`config.mk`:
```
export PLATFORM = sky130hd
export DESIGN_NAME = multicycle_controller
export DESIGN_NICKNAME = d
export VERILOG_FILES = /design/src/rtl/multicycle_controller.sv
export SDC_FILE = /design/constraint.sdc
export NUM_CORES = 1
export LEC_CHECK = 0
export BUFFER_PORTS_ARGS = -buffer_cell sky130_fd_sc_hd__buf_2
export CORE_MARGIN = 5
export CORE_UTILIZATION = 47
export CTS_CLUSTER_SIZE = 24
export DETAILED_ROUTE_END_ITERATION = 16
export HOLD_SLACK_MARGIN = 0.05
export PLACE_DENSITY_LB_ADDON = 0.2
export SLEW_MARGIN = 20
export SYNTH_ARGS = -nofsm -noshare
export SYNTH_HDL_FRONTEND = slang
export SYNTH_SLANG_ARGS = --single-unit
```
`constraint.sdc`:
```
create_clock -name clk -period 1.7 [get_ports clk]
set_input_delay 0.17 -clock clk [delete_from_list [all_inputs] [get_ports clk]]
set_output_delay 0.17 -clock clk [all_outputs]
set_load 0.01 [all_outputs]
```
`src/rtl/multicycle_controller.sv`:
```
// Main control FSM for the multi-cycle RV32I core: sequences fetch, decode,
// execute, memory and writeback through one shared ALU and one memory port.
module multicycle_controller (
  input  logic       clk,
  input  logic       reset,
  input  logic [6:0] op,
  input  logic [2:0] funct3,
  input  logic       funct7b5,
  input  logic       zero,
  input  logic       mem_ready,
  output logic [2:0] imm_src,
  output logic [1:0] alu_src_a,
  output logic [1:0] alu_src_b,
  output logic [2:0] alu_control,
  output logic [1:0] result_src,
  output logic       adr_src,
  output logic       mem_req,
  output logic       mem_write,
  output logic       ir_write,
  output logic       pc_write,
  output logic       reg_write,
  output logic       retire,
  output logic       illegal
);

  typedef enum logic [3:0] {
    FETCH    = 4'd0,
    DECODE   = 4'd1,
    MEMADR   = 4'd2,
    MEMREAD  = 4'd3,
    MEMWB    = 4'd4,
    MEMWRITE = 4'd5,
    EXECR    = 4'd6,
    EXECI    = 4'd7,
    ALUWB    = 4'd8,
    BRANCH   = 4'd9,
    JAL      = 4'd10,
    LUI      = 4'd11,
    TRAP     = 4'd12
  } state_t;

  localparam logic [6:0] OP_LW  = 7'b0000011;
  localparam logic [6:0] OP_SW  = 7'b0100011;
  localparam logic [6:0] OP_R   = 7'b0110011;
  localparam logic [6:0] OP_I   = 7'b0010011;
  localparam logic [6:0] OP_BR  = 7'b1100011;
  localparam logic [6:0] OP_JAL = 7'b1101111;
  localparam logic [6:0] OP_LUI = 7'b0110111;

  localparam logic [2:0] ALU_ADD = 3'b000;
  localparam logic [2:0] ALU_SUB = 3'b001;
  localparam logic [2:0] ALU_AND = 3'b010;
  localparam logic [2:0] ALU_OR  = 3'b011;
  localparam logic [2:0] ALU_SLT = 3'b101;

  state_t     state, state_next;
  logic [2:0] alu_funct;
  logic       alu_f3_ok;
  logic       br_f3_ok;

  always_ff @(posedge clk) begin
    if (reset) state <= FETCH;
    else       state <= state_next;
  end

  always_comb begin
    case (op)
      OP_LW, OP_I: imm_src = 3'b000;
      OP_SW:       imm_src = 3'b001;
      OP_BR:       imm_src = 3'b010;
      OP_JAL:      imm_src = 3'b011;
      OP_LUI:      imm_src = 3'b100;
      default:     imm_src = 3'b000;
    endcase
  end

  assign alu_f3_ok = funct3 inside {3'b000, 3'b010, 3'b110, 3'b111};
  assign br_f3_ok  = funct3 inside {3'b000, 3'b001};

  always_comb begin
    case (funct3)
      3'b000:  alu_funct = (op == OP_R && funct7b5) ? ALU_SUB : ALU_ADD;
      3'b010:  alu_funct = ALU_SLT;
      3'b110:  alu_funct = ALU_OR;
      3'b111:  alu_funct = ALU_AND;
      default: alu_funct = ALU_ADD;
    endcase
  end

  always_comb begin
    state_next  = state;
    alu_src_a   = 2'b00;
    alu_src_b   = 2'b00;
    alu_control = ALU_ADD;
    result_src  = 2'b00;
    adr_src     = 1'b0;
    mem_req     = 1'b0;
    mem_write   = 1'b0;
    ir_write    = 1'b0;
    pc_write    = 1'b0;
    reg_write   = 1'b0;
    retire      = 1'b0;
    illegal     = 1'b0;
    case (state)
      FETCH: begin
        mem_req    = 1'b1;
        alu_src_b  = 2'b10;
        result_src = 2'b10;
        ir_write   = mem_ready;
        pc_write   = mem_ready;
        if (mem_ready) state_next = DECODE;
      end
      DECODE: begin
        // oldPC + imm lands in ALUOut so BRANCH can load it directly
        alu_src_a = 2'b01;
        alu_src_b = 2'b01;
        case (op)
          OP_LW, OP_SW: state_next = MEMADR;
          OP_R:         state_next = alu_f3_ok ? EXECR : TRAP;
          OP_I:         state_next = alu_f3_ok ? EXECI : TRAP;
          OP_BR:        state_next = br_f3_ok ? BRANCH : TRAP;
          OP_JAL:       state_next = JAL;
          OP_LUI:       state_next = LUI;
          default:      state_next = TRAP;
        endcase
      end
      MEMADR: begin
        alu_src_a  = 2'b10;
        alu_src_b  = 2'b01;
        state_next = (op == OP_SW) ? MEMWRITE : MEMREAD;
      end
      MEMREAD: begin
        mem_req = 1'b1;
        adr_src = 1'b1;
        if (mem_ready) state_next = MEMWB;
      end
      MEMWB: begin
        result_src = 2'b01;
        reg_write  = 1'b1;
        retire     = 1'b1;
        state_next = FETCH;
      end
      MEMWRITE: begin
        mem_req   = 1'b1;
        mem_write = 1'b1;
        adr_src   = 1'b1;
        retire    = mem_ready;
        if (mem_ready) state_next = FETCH;
      end
      EXECR: begin
        alu_src_a   = 2'b10;
        alu_control = alu_funct;
        state_next  = ALUWB;
      end
      EXECI: begin
        alu_src_a   = 2'b10;
        alu_src_b   = 2'b01;
        alu_control = alu_funct;
        state_next  = ALUWB;
      end
      ALUWB: begin
        reg_write  = 1'b1;
        retire     = 1'b1;
        state_next = FETCH;
      end
      BRANCH: begin
        alu_src_a   = 2'b10;
        alu_control = ALU_SUB;
        retire      = 1'b1;
        pc_write    = funct3[0] ? ~zero : zero;
        state_next  = FETCH;
      end
      JAL: begin
        alu_src_a  = 2'b01;
        alu_src_b  = 2'b10;
        pc_write   = 1'b1;
        state_next = ALUWB;
      end
      LUI: begin
        alu_src_a  = 2'b11;
        alu_src_b  = 2'b01;
        state_next = ALUWB;
      end
      TRAP: illegal = 1'b1;
      default: state_next = TRAP;
    endcase
    // Reset overrides the strobes without waiting for the edge so an
    // in-flight instruction cannot commit anything while reset is held.
    if (reset) begin
      mem_req   = 1'b0;
      mem_write = 1'b0;
      ir_write  = 1'b0;
      pc_write  = 1'b0;
      reg_write = 1'b0;
      retire    = 1'b0;
      illegal   = 1'b0;
    end
  end

endmodule

```
==> results of run 1 <==
## worst max-delay path by stage
| stage | start | end | slack [ns] |
|---|---|---|---|
| floorplan | state[0] | pc_write | 0.02 |
| global placement | state[3] | state[0] | 0.13 |
| detailed placement | state[3] | pc_write | 0.06 |
| CTS | state[3] | pc_write | 0.004 |
| global route | state[3] | pc_write | -0.07 |
| finish | state[0] | ir_write | -0.006 |
## metrics by stage
stage,util,worst slack [ns],instances,instance area (um2)
after floorplan,-,0.02276,128,827.0
after global placement,0.6029,0.1325,182,1030
after detailed placement,0.6029,0.06290,182,1030
after CTS,0.6498,0.003987,187,1110
after global routing,0.6645,-0.06759,190,1135
final,0.6645,-0.005892,190,1135
## timing repair
item,CTS,global route
pin swaps,1,1
gates resized for setup,15,2
buffers inserted,2,3
setup endpoints to repair,4,3
## critical path: cells and delay by family, from the launching register on
family        cells  cell delay [ns]
simple gates      2             0.64
buf+inv           2             0.29
flops             1             0.36
## synthesized netlist by cell type
library cell	number
nor2_1	17
o31ai_1	2
nor4b_1	2
nor2_2	1
nand3_1	1
nand2b_4	1
nand4bb_1	1
mux2i_1	3
o21ai_0	1
a21o_1	1
o21ai_1	1
nor3b_1	2
buf_2	5
o31a_1	1
a2111oi_2	1
xnor2_1	3
and4b_1	1
o21a_1	2
xor2_1	1
a31oi_1	1
a311oi_1	1
o22ai_1	2
a211oi_1	2
nor2b_1	3
o2111ai_1	1
or3_1	2
dfxtp_1	4
clkbuf_1	6
nand2_1	13
buf_1	1
or4_1	1
inv_1	4
nand3b_1	3
nand2b_2	1
a21boi_0	2
a2111oi_0	1
nand2b_1	9
and3_1	2
nor3_1	12
a21oi_1	3
o41ai_2	1
nor4_1	4
mux2_2	2
## metal layers
layer / part of all wire / global-route usage / vias to the layer above
met3: 0.041 / 0.02292 / 0
met4: 0 / 0.03930 / 0
met5: 0 / 0 / -
met2: 0.50 / 0.3368 / 23
li1: - / - / 539
met1: 0.45 / 0.2624 / 493
## where the power goes
part	switching (uW)	internal, uW
combinational	164	144
sequential	19.2	101
clock	43.0	79.2
## cell type report
type,count,area [um2]
inverter,4,15.01
sequential,4,95.09
timing repair buffer,46,265.3
fill,166,573.1
multi-input combinational,108,705.7
tap,25,31.28
clock buffer,3,22.52
## cells by family after synthesis
logic type | Yosys count
mux | 5
compound gates | 23
buf+inv | 16
simple gates | 76
flops | 4
xor+xnor | 4
==> impl_metrics.py, run 1 <==
metrics = {
    "floorplan": {
        "start_util": 0.4842,
        "die_w_um": 51.95,
        "rows": 15,
        "die_area_mm2": 0.002699,
        "boundaryPins": 35,
        "die_h_um": 51.95,
        "core-area_mm2": 0.001708,
    },
    "pwr": {
        "power_density_mw_per_mm2": 484.9,
        "finalPower_uw": 550.3,
        "p_leak_uw": 0.0005258,
        "ir_drop_mv": 0.2575,
    },
    "timing": {
        "setup-tns-final_ns": -0.005892,
        "max_freq_mhz": 586.2,
        "fin_crit_ns": 1.706,
        "rsz0062_at_grt": "true",
        "tightestPinTransition_ns": 0.3098,
        "slew_headroom": 0.7915,
        "hold_slack_ns": 0.2804,
        "setup_viol": 1,
        "setup_slack_ns": -0.005892,
        "min_period_over_period": 1.003,
        "clock_skew_ns": 0.002211,
        "hold_viol": 0,
        "slew_viol_final": 0,
    },
    "clock_tree": {
        "clockBufferDepth": 2,
        "insertion_delay_ns": 0.24,
        "numCtsBuffers": 3,
        "clockRootBuffer": "clkbuf_4",
        "cts_tree": "yes",
        "holdBufCountCts": 0,
        "htree_num_levels": 1,
        "numClockSinks": 4,
        "clk_pin_slew_ns": 0.04,
    },
    "placed_design": {
        "port_buffers": 34,
        "place.gp.congestion": 0.9025,
        "hpwl_um": 1866,
    },
    "cells_and_area": {
        "reg_top3": "state x4",
        "design.final.nets": 182,
        "antennaDiodeCount": 0,
        "area_delta_synth_final_pct": 37.22,
        "final_common_cell": "buf_2",
        "largest_reg_flops": 4,
        "drive_above_1_share": 0.3939,
        "top_register": "state",
        "layout_common_cells": "35 x buf_2, 17 x nor2_1, 12 x nor3_1, 12 x nand2_1",
    },
    "hold_path": {
        "min-delay-start": "reset",
        "hp-class": "input pin to flop",
        "hold_path_end": "state[3]",
        "holdPathStages": 2,
    },
    "yosys": {
        "synth-compound-area-share": 0.2148,
        "yosysSeqAreaShare": 0.09682,
        "synth-xor-area-share": 0.04236,
        "synth.top_cell.area_share": 0.09682,
        "synth_cell_types": 43,
        "synth_top_family_by_area": "simple AND/OR/NAND/NOR gates",
        "synth_warnings": 0,
        "synth_area_leaders": "dfxtp_1 9.7%, nor2_1 7.7%, nor3_1 7.3%",
        "synth.cell_area_um2": 827.0,
        "synth_seq_cells": 4,
        "synthAdderAreaFrac": 0,
        "synthMuxAreaShare": 0.06354,
        "avgSynthCellArea_um2": 6.461,
        "syn_nets": 143,
        "yosysTopAreaCell": "dfxtp_1",
        "synth_cells": 128,
        "synth_simple_gate_area_frac": 0.5023,
    },
    "global_route": {
        "grt_pass1_vias": 962,
        "grt_pass1_wl_um": 4195,
        "track_usage": 0.1969,
        "grt_max_degree": 16,
        "grt_overflow": 0,
        "antenna_found_initial": 0,
    },
    "detailed_routing": {
        "drc": 0,
        "wl_um": 2563,
        "detail_route.vias_per_cell": 5.553,
        "wl_per_cell_um": 13.49,
        "num_vias": 1055,
        "drt_iter0_markers": 41,
        "antenna_left": 0,
        "drtPass1Iterations": 4,
    },
    "status": {
        "outcome": "complete, but fails checks",
        "violations": "setup timing",
    },
    "critical_path": {
        "critPathSlowestCell": "or4_4",
        "critPathArrivalTime_ns": 1.54,
        "path_class": "flop to output pin",
        "cp_cell_sequence": "buf_6 > or4_4 > nor3b_2 > buf_2",
        "critPathMaxStageDelay_ns": 0.44,
        "crit_fanout": 8,
        "reg2reg_depth": 5,
        "cp-end-kind": "output pin",
        "r2r_slack_ns": 0.13,
        "cp.required_ns": 1.53,
        "cp-start-kind": "flop",
        "timing.rr.end": "state[0]",
        "reg2reg_from": "state[3]",
    },
    "flow_run": {
        "cap_violations": 0,
    },
}
(Power assumes the default switching activity.)
==> run 2, diff against run 1 <==
--- a/config.mk
+++ b/config.mk
@@ -11,8 +11,8 @@
 export CTS_CLUSTER_SIZE = 24
 export DETAILED_ROUTE_END_ITERATION = 16
 export HOLD_SLACK_MARGIN = 0.05
+export MAX_ROUTING_LAYER = met4
 export PLACE_DENSITY_LB_ADDON = 0.2
-export SLEW_MARGIN = 20
 export SYNTH_ARGS = -nofsm -noshare
 export SYNTH_HDL_FRONTEND = slang
 export SYNTH_SLANG_ARGS = --single-unit
==> impl_metrics.py, run 2 (synthesized netlist as in run 1, its figures left out) <==
metrics = {
    "status": {
        "outcome": "completed",
    },
    "timing": {
        "rsz0062_at_grt": "true",
        "fin_crit_ns": 1.689,
        "min_period_over_period": 0.9933,
        "tightestPinTransition_ns": 0.3124,
        "slew_viol_final": 0,
        "setup-tns-final_ns": 0,
        "max_freq_mhz": 592.2,
        "hold_viol": 0,
        "setup_viol": 0,
        "slew_headroom": 0.7901,
        "clock_skew_ns": 0.003565,
    },
    "hold_path": {
        "min-delay-start": "reset",
        "hp-class": "input pin to flop",
    },
    "pwr": {
        "p_sw_uw": 225.0,
        "power_frac_comb": 0.545,
        "p_int_uw": 316.4,
        "ir_drop_mv": 0.2356,
        "pwr-share-seq": 0.228,
        "clkPwrFrac": 0.227,
        "p_sw_frac": 0.4156,
        "power_density_mw_per_mm2": 483.4,
        "p_leak_uw": 0.0005157,
    },
    "detailed_routing": {
        "wl_per_cell_um": 13.99,
        "wl_met2_um": 1367,
        "drc": 0,
        "wl_met1_um": 1093,
        "wl_um": 2630,
        "wl_met3_um": 166,
        "detail_route.vias_per_cell": 5.622,
        "antenna_left": 0,
        "highest_layer": "met4",
        "num_vias": 1057,
        "drt_iter0_markers": 34,
        "drtPass1Iterations": 4,
    },
    "floorplan": {
        "die_w_um": 51.95,
        "die_h_um": 51.95,
        "boundaryPins": 35,
        "core-area_mm2": 0.001708,
        "die_area_mm2": 0.002699,
        "start_util": 0.4842,
        "rows": 15,
    },
    "cells_and_area": {
        "area_delta_synth_final_pct": 35.40,
        "design.final.nets": 180,
        "top_register": "state",
        "reg_top3": "state x4",
        "layout_common_cells": "34 x buf_2, 17 x nor2_1, 13 x nand2_1",
        "drive_above_1_share": 0.3804,
        "largest_reg_flops": 4,
        "finalCoreUtilization": 0.6557,
        "final_common_cell": "buf_2",
        "antennaDiodeCount": 0,
    },
    "flow_run": {
        "cap_violations": 0,
    },
    "clock_tree": {
        "clockRootBuffer": "clkbuf_4",
        "numCtsBuffers": 3,
        "clockBufferDepth": 2,
        "clk_pin_slew_ns": 0.04,
        "cts_tree": "yes",
        "htree_num_levels": 1,
        "numClockSinks": 4,
        "holdBufCountCts": 0,
        "insertion_delay_ns": 0.24,
    },
    "global_route": {
        "grt_max_degree": 16,
        "antenna_found_initial": 0,
        "track_usage": 0.2027,
        "grt_pass1_wl_um": 4236,
        "grt_pass1_vias": 985,
        "grt_overflow": 0,
    },
    "critical_path": {
        "critPathSlowestCell": "or4_4",
        "cp.required_ns": 1.53,
        "path_class": "flop to output pin",
        "cp-end-kind": "output pin",
        "cp_cell_sequence": "buf_6 > or4_4 > nor3b_2 > buf_2",
        "crit_fanout": 9,
        "cp-start-kind": "flop",
        "crit_start": "state[0]",
        "critPathArrivalTime_ns": 1.52,
        "critPathMaxStageDelay_ns": 0.44,
        "reg2reg_from": "state[3]",
    },
    "placed_design": {
        "hpwl_um": 1889,
        "place.gp.congestion": 0.9163,
        "port_buffers": 34,
    },
}
[run 2: cell types whose count changed in the layout (fill, tap and decap cells not counted), sizes merged]
cell	before	now
buf	46	44
[run 2: routing by layer]
metal	vias to the layer above	GRT usage
li1	534	-
met1	480	0.2543
met2	41	0.3598
met3	2	0.01719
met4	0	0.02620
met5	-	-
[run 2: power by group through the flow]
stage	clock (uW)	combinational, uW	sequential (uW)
global route	123	321	127
global placement	0	268	124
CTS	122	290	124
detailed placement	0	274	125
floorplan	0	193	108
finish	123	295	123
[run 2: area by class of cell]
cell class,instances,area [um2]
clock buffers,3,22.52
fillers,158,588.1
inverters,4,15.01
multi-input cells,108,703.2
flip-flops and latches,4,95.09
well taps,25,31.28
repair buffers,44,252.7
[run 2: through the flow]
step	hold slack (ns)	setup WS (ns)	area, um2	cells	power, uW
final	0.2728	0.01146	1120	188	541.3
after global placement	0.5200	0.1319	1030	182	391.4
after detailed placement	0.5217	0.08895	1030	182	398.6
after global routing	0.3052	-0.02094	1120	188	571.6
after CTS	0.2759	0.005274	1096	186	535.3
after floorplan	0.3753	0.02276	827.0	128	300.6
[run 2: repair_timing]
item | CTS | global route
pin swaps | 1 | 3
gates cloned | 0 | 0
setup endpoints to repair | 4 | 3
resized for setup | 13 | 3
buffers inserted | 1 | 2
[run 2: final timing paths]
check             endpoint  slack [ns]  depth (start not counted)
hold / removal    state[3]        0.27                          2
hold reg to reg   state[3]        0.64                          2
setup reg to reg  state[0]        0.14                          5
setup / recovery  ir_write        0.01                          4
[run 2: worst max-delay path, delay by kind of cell (launching register included)]
kind	cells	cell delay, ns
buffers and inverters	2	0.29
DFF	1	0.36
and+or+nand+nor	2	0.62
